`src/rtl/memory_game_ctrl.sv`:
```
// Memory Matrix round sequencer: fetch a board, show it, score guesses, end in WIN/LOSE.
// Optional PLAY idle timeout is compiled in when MM_TIMEOUT_EN is defined.
module memory_game_ctrl #(
    parameter int N_TILES      = 16,
    parameter int SHOW_CYCLES  = 100,
    parameter int MAX_MISSES   = 3,
    parameter int PLAY_TIMEOUT = 1000,
    localparam int IDXW = $clog2(N_TILES),
    localparam int MW   = $clog2(MAX_MISSES + 1)
) (
    input  logic               clk,
    input  logic               reset,
    input  logic               start,
    input  logic [N_TILES-1:0] board,
    output logic               ld_board,
    input  logic               guess_valid,
    input  logic [IDXW-1:0]    guess_idx,
    output logic               show,
    output logic [N_TILES-1:0] display,
    output logic [N_TILES-1:0] revealed,
    output logic [MW-1:0]      misses,
    output logic               win,
    output logic               lose,
    output logic [2:0]         state
);

    typedef enum logic [2:0] {
        S_IDLE    = 3'd0,
        S_GEN     = 3'd1,
        S_CAPTURE = 3'd2,
        S_SHOW    = 3'd3,
        S_PLAY    = 3'd4,
        S_WIN     = 3'd5,
        S_LOSE    = 3'd6
    } state_e;

    localparam int            TW        = (SHOW_CYCLES > 1) ? $clog2(SHOW_CYCLES) : 1;
    localparam logic [TW-1:0] SHOW_LOAD = TW'(SHOW_CYCLES - 1);
    localparam logic [MW-1:0] MISS_LIM  = MW'(MAX_MISSES);

    state_e             state_q;
    logic [N_TILES-1:0] target_q;
    logic [N_TILES-1:0] revealed_q, revealed_d;
    logic [MW-1:0]      misses_q, misses_d;
    logic [TW-1:0]      timer_q;
    logic               start_q;
    logic               ld_board_q, show_q, win_q, lose_q;
    logic               start_edge;
    logic               timeout_hit;

    assign start_edge = start & ~start_q;

    // Score the current guess; only committed when a guess is taken in PLAY.
    always_comb begin
        // NOTE: every always_comb output gets a default first so no latch is inferred.
        revealed_d = revealed_q;
        misses_d   = misses_q;
        if (target_q[guess_idx]) begin
            revealed_d = revealed_q | (N_TILES'(1) << guess_idx);
        end else if (misses_q != MISS_LIM) begin
            misses_d = misses_q + 1'b1;
        end
    end

`ifdef MM_TIMEOUT_EN
    localparam int            IW        = (PLAY_TIMEOUT > 1) ? $clog2(PLAY_TIMEOUT) : 1;
    localparam logic [IW-1:0] IDLE_LAST = IW'(PLAY_TIMEOUT - 1);

    logic [IW-1:0] idle_q;

    // Idle counter is held at zero outside PLAY, so entering PLAY starts it fresh.
    always_ff @(posedge clk or negedge reset) begin
        if (!reset) begin
            idle_q <= '0;
        end else if (state_q == S_PLAY && !guess_valid) begin
            idle_q <= idle_q + 1'b1;
        end else begin
            idle_q <= '0;
        end
    end

    assign timeout_hit = (idle_q == IDLE_LAST);
`else
    assign timeout_hit = 1'b0;
`endif

    always_ff @(posedge clk or negedge reset) begin
        // NOTE: all state is updated with non-blocking assignments so every register samples pre-edge values.
        if (!reset) begin
            state_q    <= S_IDLE;
            target_q   <= '0;
            revealed_q <= '0;
            misses_q   <= '0;
            timer_q    <= '0;
            start_q    <= 1'b0;
            ld_board_q <= 1'b0;
            show_q     <= 1'b0;
            win_q      <= 1'b0;
            lose_q     <= 1'b0;
        end else begin
            start_q    <= start;
            ld_board_q <= 1'b0;
            case (state_q)
                S_IDLE, S_WIN, S_LOSE: begin
                    if (start_edge) begin
                        state_q    <= S_GEN;
                        ld_board_q <= 1'b1;
                        revealed_q <= '0;
                        misses_q   <= '0;
                        win_q      <= 1'b0;
                        lose_q     <= 1'b0;
                    end
                end
                S_GEN: state_q <= S_CAPTURE;
                S_CAPTURE: begin
                    target_q <= board;
                    if (board == '0) begin
                        state_q    <= S_GEN;
                        ld_board_q <= 1'b1;
                    end else begin
                        state_q <= S_SHOW;
                        timer_q <= SHOW_LOAD;
                        show_q  <= 1'b1;
                    end
                end
                S_SHOW: begin
                    if (timer_q == '0) begin
                        state_q <= S_PLAY;
                        show_q  <= 1'b0;
                    end else begin
                        timer_q <= timer_q - 1'b1;
                    end
                end
                S_PLAY: begin
                    if (guess_valid) begin
                        revealed_q <= revealed_d;
                        misses_q   <= misses_d;
                        if (revealed_d == target_q) begin
                            state_q <= S_WIN;
                            win_q   <= 1'b1;
                        end else if (misses_d == MISS_LIM) begin
                            state_q <= S_LOSE;
                            lose_q  <= 1'b1;
                        end
                    end else if (timeout_hit) begin
                        state_q <= S_LOSE;
                        lose_q  <= 1'b1;
                    end
                end
                default: state_q <= S_IDLE;
            endcase
        end
    end

    // LOSE shows the answer; PLAY and WIN show what the player has found.
    always_comb begin
        display = '0;
        case (state_q)
            S_SHOW, S_LOSE: display = target_q;
            S_PLAY, S_WIN:  display = revealed_q;
            default:        display = '0;
        endcase
    end

    assign ld_board = ld_board_q;
    assign show     = show_q;
    assign revealed = revealed_q;
    assign misses   = misses_q;
    assign win      = win_q;
    assign lose     = lose_q;
    assign state    = state_q;

endmodule

```
`config.mk`:
```
export PLATFORM = sky130hd
export DESIGN_NAME = memory_game_ctrl
export DESIGN_NICKNAME = d
export VERILOG_FILES = /design/src/rtl/memory_game_ctrl.sv
export SDC_FILE = /design/constraint.sdc
export NUM_CORES = 1
export LEC_CHECK = 0
export ABC_AREA = 0
export BUFFER_PORTS_ARGS = -buffer_cell sky130_fd_sc_hd__buf_4
export CAP_MARGIN = 5
export CORE_MARGIN = 1
export CORE_UTILIZATION = 50
export DETAILED_ROUTE_END_ITERATION = 16
export GPL_TIMING_DRIVEN = 1
export PLACE_DENSITY = 0.77
export SLEW_MARGIN = 0
export SYNTH_ARGS = -nofsm -noshare
export SYNTH_HDL_FRONTEND = slang
export SYNTH_SLANG_ARGS = --single-unit
```
`constraint.sdc`:
```
create_clock -name clk -period 1.93 [get_ports clk]
set_input_delay 0.0965 -clock clk [delete_from_list [all_inputs] [get_ports clk]]
set_output_delay 0.0965 -clock clk [all_outputs]
set_load 0.005 [all_outputs]
```
## Yosys cells after proc, flatten, opt, wreduce, memory -nomap -nowiden

Index checks and enable logic that the tools add are counted.

| cells by class | value |
|---|---|
| add/subtract/negate cells | 2 |
| order comparisons | 1 |
| equal/unequal tests | 18 |
| shift-type cells | 1 |
| multiplexer cells | 36 |
| bitwise operators | 3 |
| reduce and logical (&&, ||, !) cells | 14 |

Operators by type and width:

| kind | number |
|---|---|
| 16-bit case mux with 2 select lines | 2 |
| 16-bit 2-to-1 mux | 3 |
| 2-bit inequality test, second input constant | 9 |
| 16-bit == test | 1 |
| 16-bit logical NOT | 1 |
| 16-bit OR | 1 |
| 1-bit by 4-bit << shifter with 16-bit output, first input constant | 1 |
| 3-bit 2-to-1 mux | 5 |
| 3-bit case mux with 5 select lines | 1 |
| 7-bit 2-to-1 mux | 2 |
| 7-bit case mux with 2 select lines | 1 |
| 1-bit 2-to-1 mux | 11 |
| 2-bit 2-to-1 mux | 5 |
| 3-bit == test, second input constant | 3 |
| 3-bit AND reduction | 3 |
| 1-bit case mux with 2 select lines | 4 |
| 4-bit AND reduction | 2 |
| 7-bit logical NOT | 1 |
| 7-bit by 1-bit subtractor with 7-bit output, second input constant | 1 |
| 3-bit by 2-bit == test with 1-bit output, second input constant | 2 |
| 4-bit by 5-bit < comparator with 1-bit output, second input constant | 1 |
| 5-bit AND reduction | 1 |
| 1-bit binary-select mux with 4-bit select | 1 |
| 2-bit case mux with 2 select lines | 1 |
| other kinds (10) | 12 |

| storage, ports and cells | value |
|---|---|
| register bits after elaboration | 49 |
| input bits | 24 |
| output and inout port bits | 41 |
| word-level logic and storage cells | 85 |

## Logic depth before layout (Yosys ltp)

| logic depth | value |
|---|---|
| word-level depth | 8 |
| depth in mapped cells | 8 |
| depth with buffers taken out | 8 |

## Least setup slack after synthesis

OpenSTA, ideal clock, no wires.

| timing | value |
|---|---|
| path type | reg-to-reg |
| start | reg revealed_q[15] (netlist: revealed[15]) |
| end | reg state_q[1] (netlist: state[1]) |
| arrival | 1.745 ns |
| data required time | 1.810 ns |
| setup slack | 0.065 ns |
| stages on the path, launching flop included | 7 |
| path buffers | 0 |
| period minus slack after synthesis | 1.865 ns |
| cells stage by stage | dfrtp_1 > nor2b_1 > a2111oi_2 > o2111ai_1 > nor4_2 > a32oi_1 > a31o_1 |

| on the way | value |
|---|---|
| cells in the longest elaborated chain, start to end | 6 |
| elaborated cells between the ends (all ways) | 8 |

Ends and longest elaborated chain:

| what | line | text |
|---|---|---|
| from (decl) | 43 | `logic [N_TILES-1:0] revealed_q, revealed_d;` |
| from (signal assigned) | 136 | `revealed_q <= revealed_d;` |
| 16-bit OR | 59 | `revealed_d = revealed_q \| (N_TILES'(1) << guess_idx);` |
| 16-bit 2-to-1 mux * | 58 | `if (target_q[guess_idx]) begin` |
| 16-bit == test * | 138 | `if (revealed_d == target_q) begin` |
| 3-bit 2-to-1 mux | 138 |  |
| 3-bit 2-to-1 mux | 135 | `if (guess_valid) begin` |
| 3-bit case mux with 5 select lines | 103 | `case (state_q)` |
| to (signal assigned) | 106 | `state_q <= S_GEN;` |
| to (signal assigned) | 139 | `state_q <= S_WIN;` |
| to (signal assigned) | 142 | `state_q <= S_LOSE;` |
| to (decl) | 41 | `state_e state_q;` |

Every way passes the cells marked *; elsewhere a longest branch is shown, timed or not. The select of a mux whose other input is x is not followed.
A chain may end at the register's enable or synchronous reset.

## Worst setup path in the final report

| timing | value |
|---|---|
| start | reg target_q[4] |
| end | reg state_q[1] (netlist: state[1]) |

| on the way | value |
|---|---|
| cells in the longest elaborated chain, start to end | 7 |
| elaborated cells between the ends (all ways) | 11 |

Ends and longest elaborated chain:

| what | line | text |
|---|---|---|
| from (decl) | 42 | `logic [N_TILES-1:0] target_q;` |
| from (signal assigned) | 116 | `target_q <= board;` |
| 1-bit binary-select mux with 4-bit select | 58 |  |
| 1-bit 2-to-1 mux (implied by the code) | 58 |  |
| 16-bit 2-to-1 mux | 58 |  |
| 16-bit == test | 138 |  |
| 3-bit 2-to-1 mux | 138 |  |
| 3-bit 2-to-1 mux | 135 |  |
| 3-bit case mux with 5 select lines | 103 |  |

Parallel ways exist; a longest one is shown, timed or not. The select of a mux whose other input is x is not followed.

==> impl_metrics.py <==
metrics = {
    "worst_setup_path": {
        "worstReg2RegEnd": "state[1]$_DFFE_PN0P_",
        "required_ns": 2.12,
        "r2r_cells": 6,
        "r2r-start": "target_q[4]$_DFFE_PN0P_",
        "reg2reg_slack_ns": 0.005,
        "critPathMaxFanout": 6,
        "crit_type": "register to register",
        "critPathArrivalTime_ns": 2.12,
        "crit_path_end_kind": "register",
        "startpoint_type": "register",
    },
    "layout": {
        "fill_cells": 503,
        "nets": 451,
        "fin_area_sq_um": 4050,
        "n_antenna_cell": 0,
        "syn_to_final_growth_pct": 30.4,
        "drive_gt1_frac": 0.324,
        "final_util": 0.679,
    },
    "timing": {
        "hold_viol": 0,
        "tightest_slew_ns": 0.629,
        "clock_skew_ns": 0.0118,
        "period_needed_ns": 1.93,
        "slew_headroom": 0.581,
        "fmax_ghz": 0.519,
        "finalMaxSlewViolations": 0,
        "setup_viol": 0,
        "finalCritPeriodShare": 0.998,
        "rsz0062_at_grt": "yes",
        "fin_ws_ns": 0.00457,
        "tns_ns": 0,
    },
    "global_route": {
        "grt_max_degree": 50,
        "grtUsageTotal": 0.299,
        "grt_pass1_vias": 2875,
        "gr-total-overflow": 0,
        "antenna_found_initial": 0,
        "grt_pass1_wl_microns": 14600,
    },
    "logic_synthesis": {
        "synth_edf_count": 0,
        "synth_nets": 362,
        "synth_warnings": 0,
        "synth_cells": 336,
        "netlist_area_sq_um": 3100,
        "synth-seq-cells": 49,
        "synth_most_common_cell": "dfrtp_1",
        "ys_seq_area_frac": 0.395,
        "yosys.cell_types.count": 64,
        "yosys.area.top_type": "dfrtp_1",
        "synth_area_per_cell_sq_um": 9.24,
        "synth_top_cell_area_share": 0.395,
        "synth_commonest_cells": "dfrtp_1 (49), nor2_1 (33), nor2b_1 (23), a22o_1 (19), nand2_1 (19)",
        "ys.flop_type": "dfrtp_1",
        "synth_area_leaders": "dfrtp_1 (40%), a22o_1 (5.4%), mux2_2 (5.1%)",
        "ys_async_sr_fraction": 1.00,
    },
    "floorplan": {
        "die_area_sq_um": 6530,
        "die_w_microns": 80.8,
        "fp-row-count": 28,
        "fp.dieH_microns": 80.8,
        "core_area_sq_um": 5960,
        "initial_core_util": 0.521,
        "io_pins": 65,
    },
    "power": {
        "intPower_mw": 2.98,
        "pwr-share-clk": 0.159,
        "power_mw": 4.84,
        "p_comb_frac": 0.489,
        "p_sw_frac": 0.383,
        "p_leak_nw": 1.84,
        "p_seq_frac": 0.352,
        "p_sw_mw": 1.85,
        "power_density_nw_per_um2": 1200,
        "peakVddDrop_mv": 0.796,
    },
    "outcome": {
        "status": "completed",
    },
    "place": {
        "preCtsSetupSlack_ns": -0.0444,
        "gp_congestion": 0.967,
        "placed_area_sq_um": 3840,
        "dp_hpwl_microns": 6940,
        "portBuffers": 64,
    },
    "cts": {
        "htreeDepth": 2,
        "root_buffer": "clkbuf_8",
        "clock_path_buffers": 2,
        "cts_inserted_buffers": 5,
        "postCtsSetupBuffers": 0,
        "clk_pin_slew_ns": 0.09,
        "cts.sinks": 49,
        "clkLatencyLatePin_ns": 0.30,
        "cts_tree": "yes",
    },
    "hold_path": {
        "holdPathStages": 2,
        "hold_path_class": "input pin to register",
        "whs_endpoint": "target_q[4]$_DFFE_PN0P_",
        "worstHoldStart": "board[4]",
    },
    "detailed_routing": {
        "wire_per_inst_microns": 18.8,
        "antenna_left": 0,
        "drt_pass1_iterations": 5,
        "vias_per_cell": 6.13,
        "wl_microns": 9400,
        "drt_iter0_drc": 313,
        "drc_errors": 0,
        "num_vias": 3073,
    },
    "flow_run": {
        "cap_violations": 0,
    },
}
==> power by group through the flow <==
stage	clock network, mW	registers (mW)	logic, mW
global placement	0	1.68	2.25
detailed placement	0	1.69	2.27
global route	0.832	1.73	2.56
CTS	0.780	1.67	2.29
finish	0.768	1.70	2.37
floorplan	0	1.55	1.43
==> cells by family after synthesis <==
family / share of synthesized area
simple gates: 0.227
compound gates: 0.225
flops: 0.395
buf+inv: 0.0476
mux: 0.0830
xor+xnor: 0.0141
fa+ha+maj: 0.00806
==> critical path, cell delays in order (launching register included) <==
cell and delay (ns):
dfrtp_1 0.47, and3b_1 0.21, o32ai_2 0.30, o221ai_2 0.17
nor4_4 0.23, a32oi_1 0.19, a31o_1 0.24
==> metal layers <==
layer  global-route usage  routed length (microns)  up-vias
met3               0.0416                      640       21
met2                0.464                     4360      142
met1                0.432                     4200     1483
met5                    0                        0        -
li1                     -                        -     1427
met4               0.0893                      196        0
==> metrics by stage <==
stage	cells	hold slack, ns
2_1_floorplan	336	-0.199
3_3_place_gp	491	0.152
3_5_place_dp	491	0.159
4_1_cts	501	0.0301
5_1_grt	501	0.0253
6_report	501	0.0370
==> state kept, by name, summed over array words and instances, names as in the netlist <==
signal and flops:
misses 2, lose 1, win 1, revealed 16, timer_q 7, ld_board 1, show 1, start_q 1
state 3, target_q 16
==> layout by cell type (no fill, tap or decap), types with 3 or more instances in the layout <==
| master | n |
|---|---|
| buf_4 | 97 |
| dfrtp_1 | 48 |
| nor2_1 | 33 |
| nor2b_1 | 22 |
| a22o_1 | 19 |
| nand2_1 | 19 |
| o21ai_0 | 17 |
| a21oi_1 | 15 |
| mux2_2 | 14 |
| inv_1 | 11 |
| nand2b_1 | 10 |
| mux2i_1 | 10 |
| nor3_1 | 7 |
| nand3_1 | 6 |
| clkbuf_8 | 6 |
| nor4_1 | 5 |
| a31oi_1 | 5 |
| o31ai_1 | 4 |
| a22oi_1 | 4 |
| o22ai_1 | 4 |
| xor2_1 | 3 |
| nand4_1 | 3 |
| and2_1 | 3 |
| o21ai_1 | 3 |
| o211ai_1 | 3 |
| or3_1 | 3 |
==> repair_timing <==
action,4_1_cts,5_1_grt
gates cloned,0,0
endpoints found under the setup margin,18,21
pin swaps,5,2
hold endpoints to repair,50,0
hold buffers,2,0
resized for setup,5,8
==> worst max-delay path by stage <==
stage                                  start                    to  slack, ns  cells after the start
floorplan           revealed[15]$_DFFE_PN0P_  state[1]$_DFFE_PN0P_       0.07                      6
global placement    revealed[15]$_DFFE_PN0P_  state[1]$_DFFE_PN0P_      -0.03                      6
detailed placement              guess_idx[1]  state[1]$_DFFE_PN0P_      -0.04                      7
CTS                  target_q[4]$_DFFE_PN0P_  state[1]$_DFFE_PN0P_       0.01                      6
global route            state[0]$_DFFE_PN0P_           display[11]      -0.05                      4
finish               target_q[4]$_DFFE_PN0P_  state[1]$_DFFE_PN0P_      0.005                      6
==> final cells by class <==
class,instances,area (sq um),share of cell area
Sequential cell,49,1230,0.303
Clock buffer,7,86.3,0.0213
Timing Repair Buffer,100,768,0.190
Multi-Input combinational cell,257,1800,0.444
Clock inverter,1,30.0,0.00742
Inverter,12,45.0,0.0111
Tap cell,75,93.8,0.0232
Power figures use the tool's default switching activity.
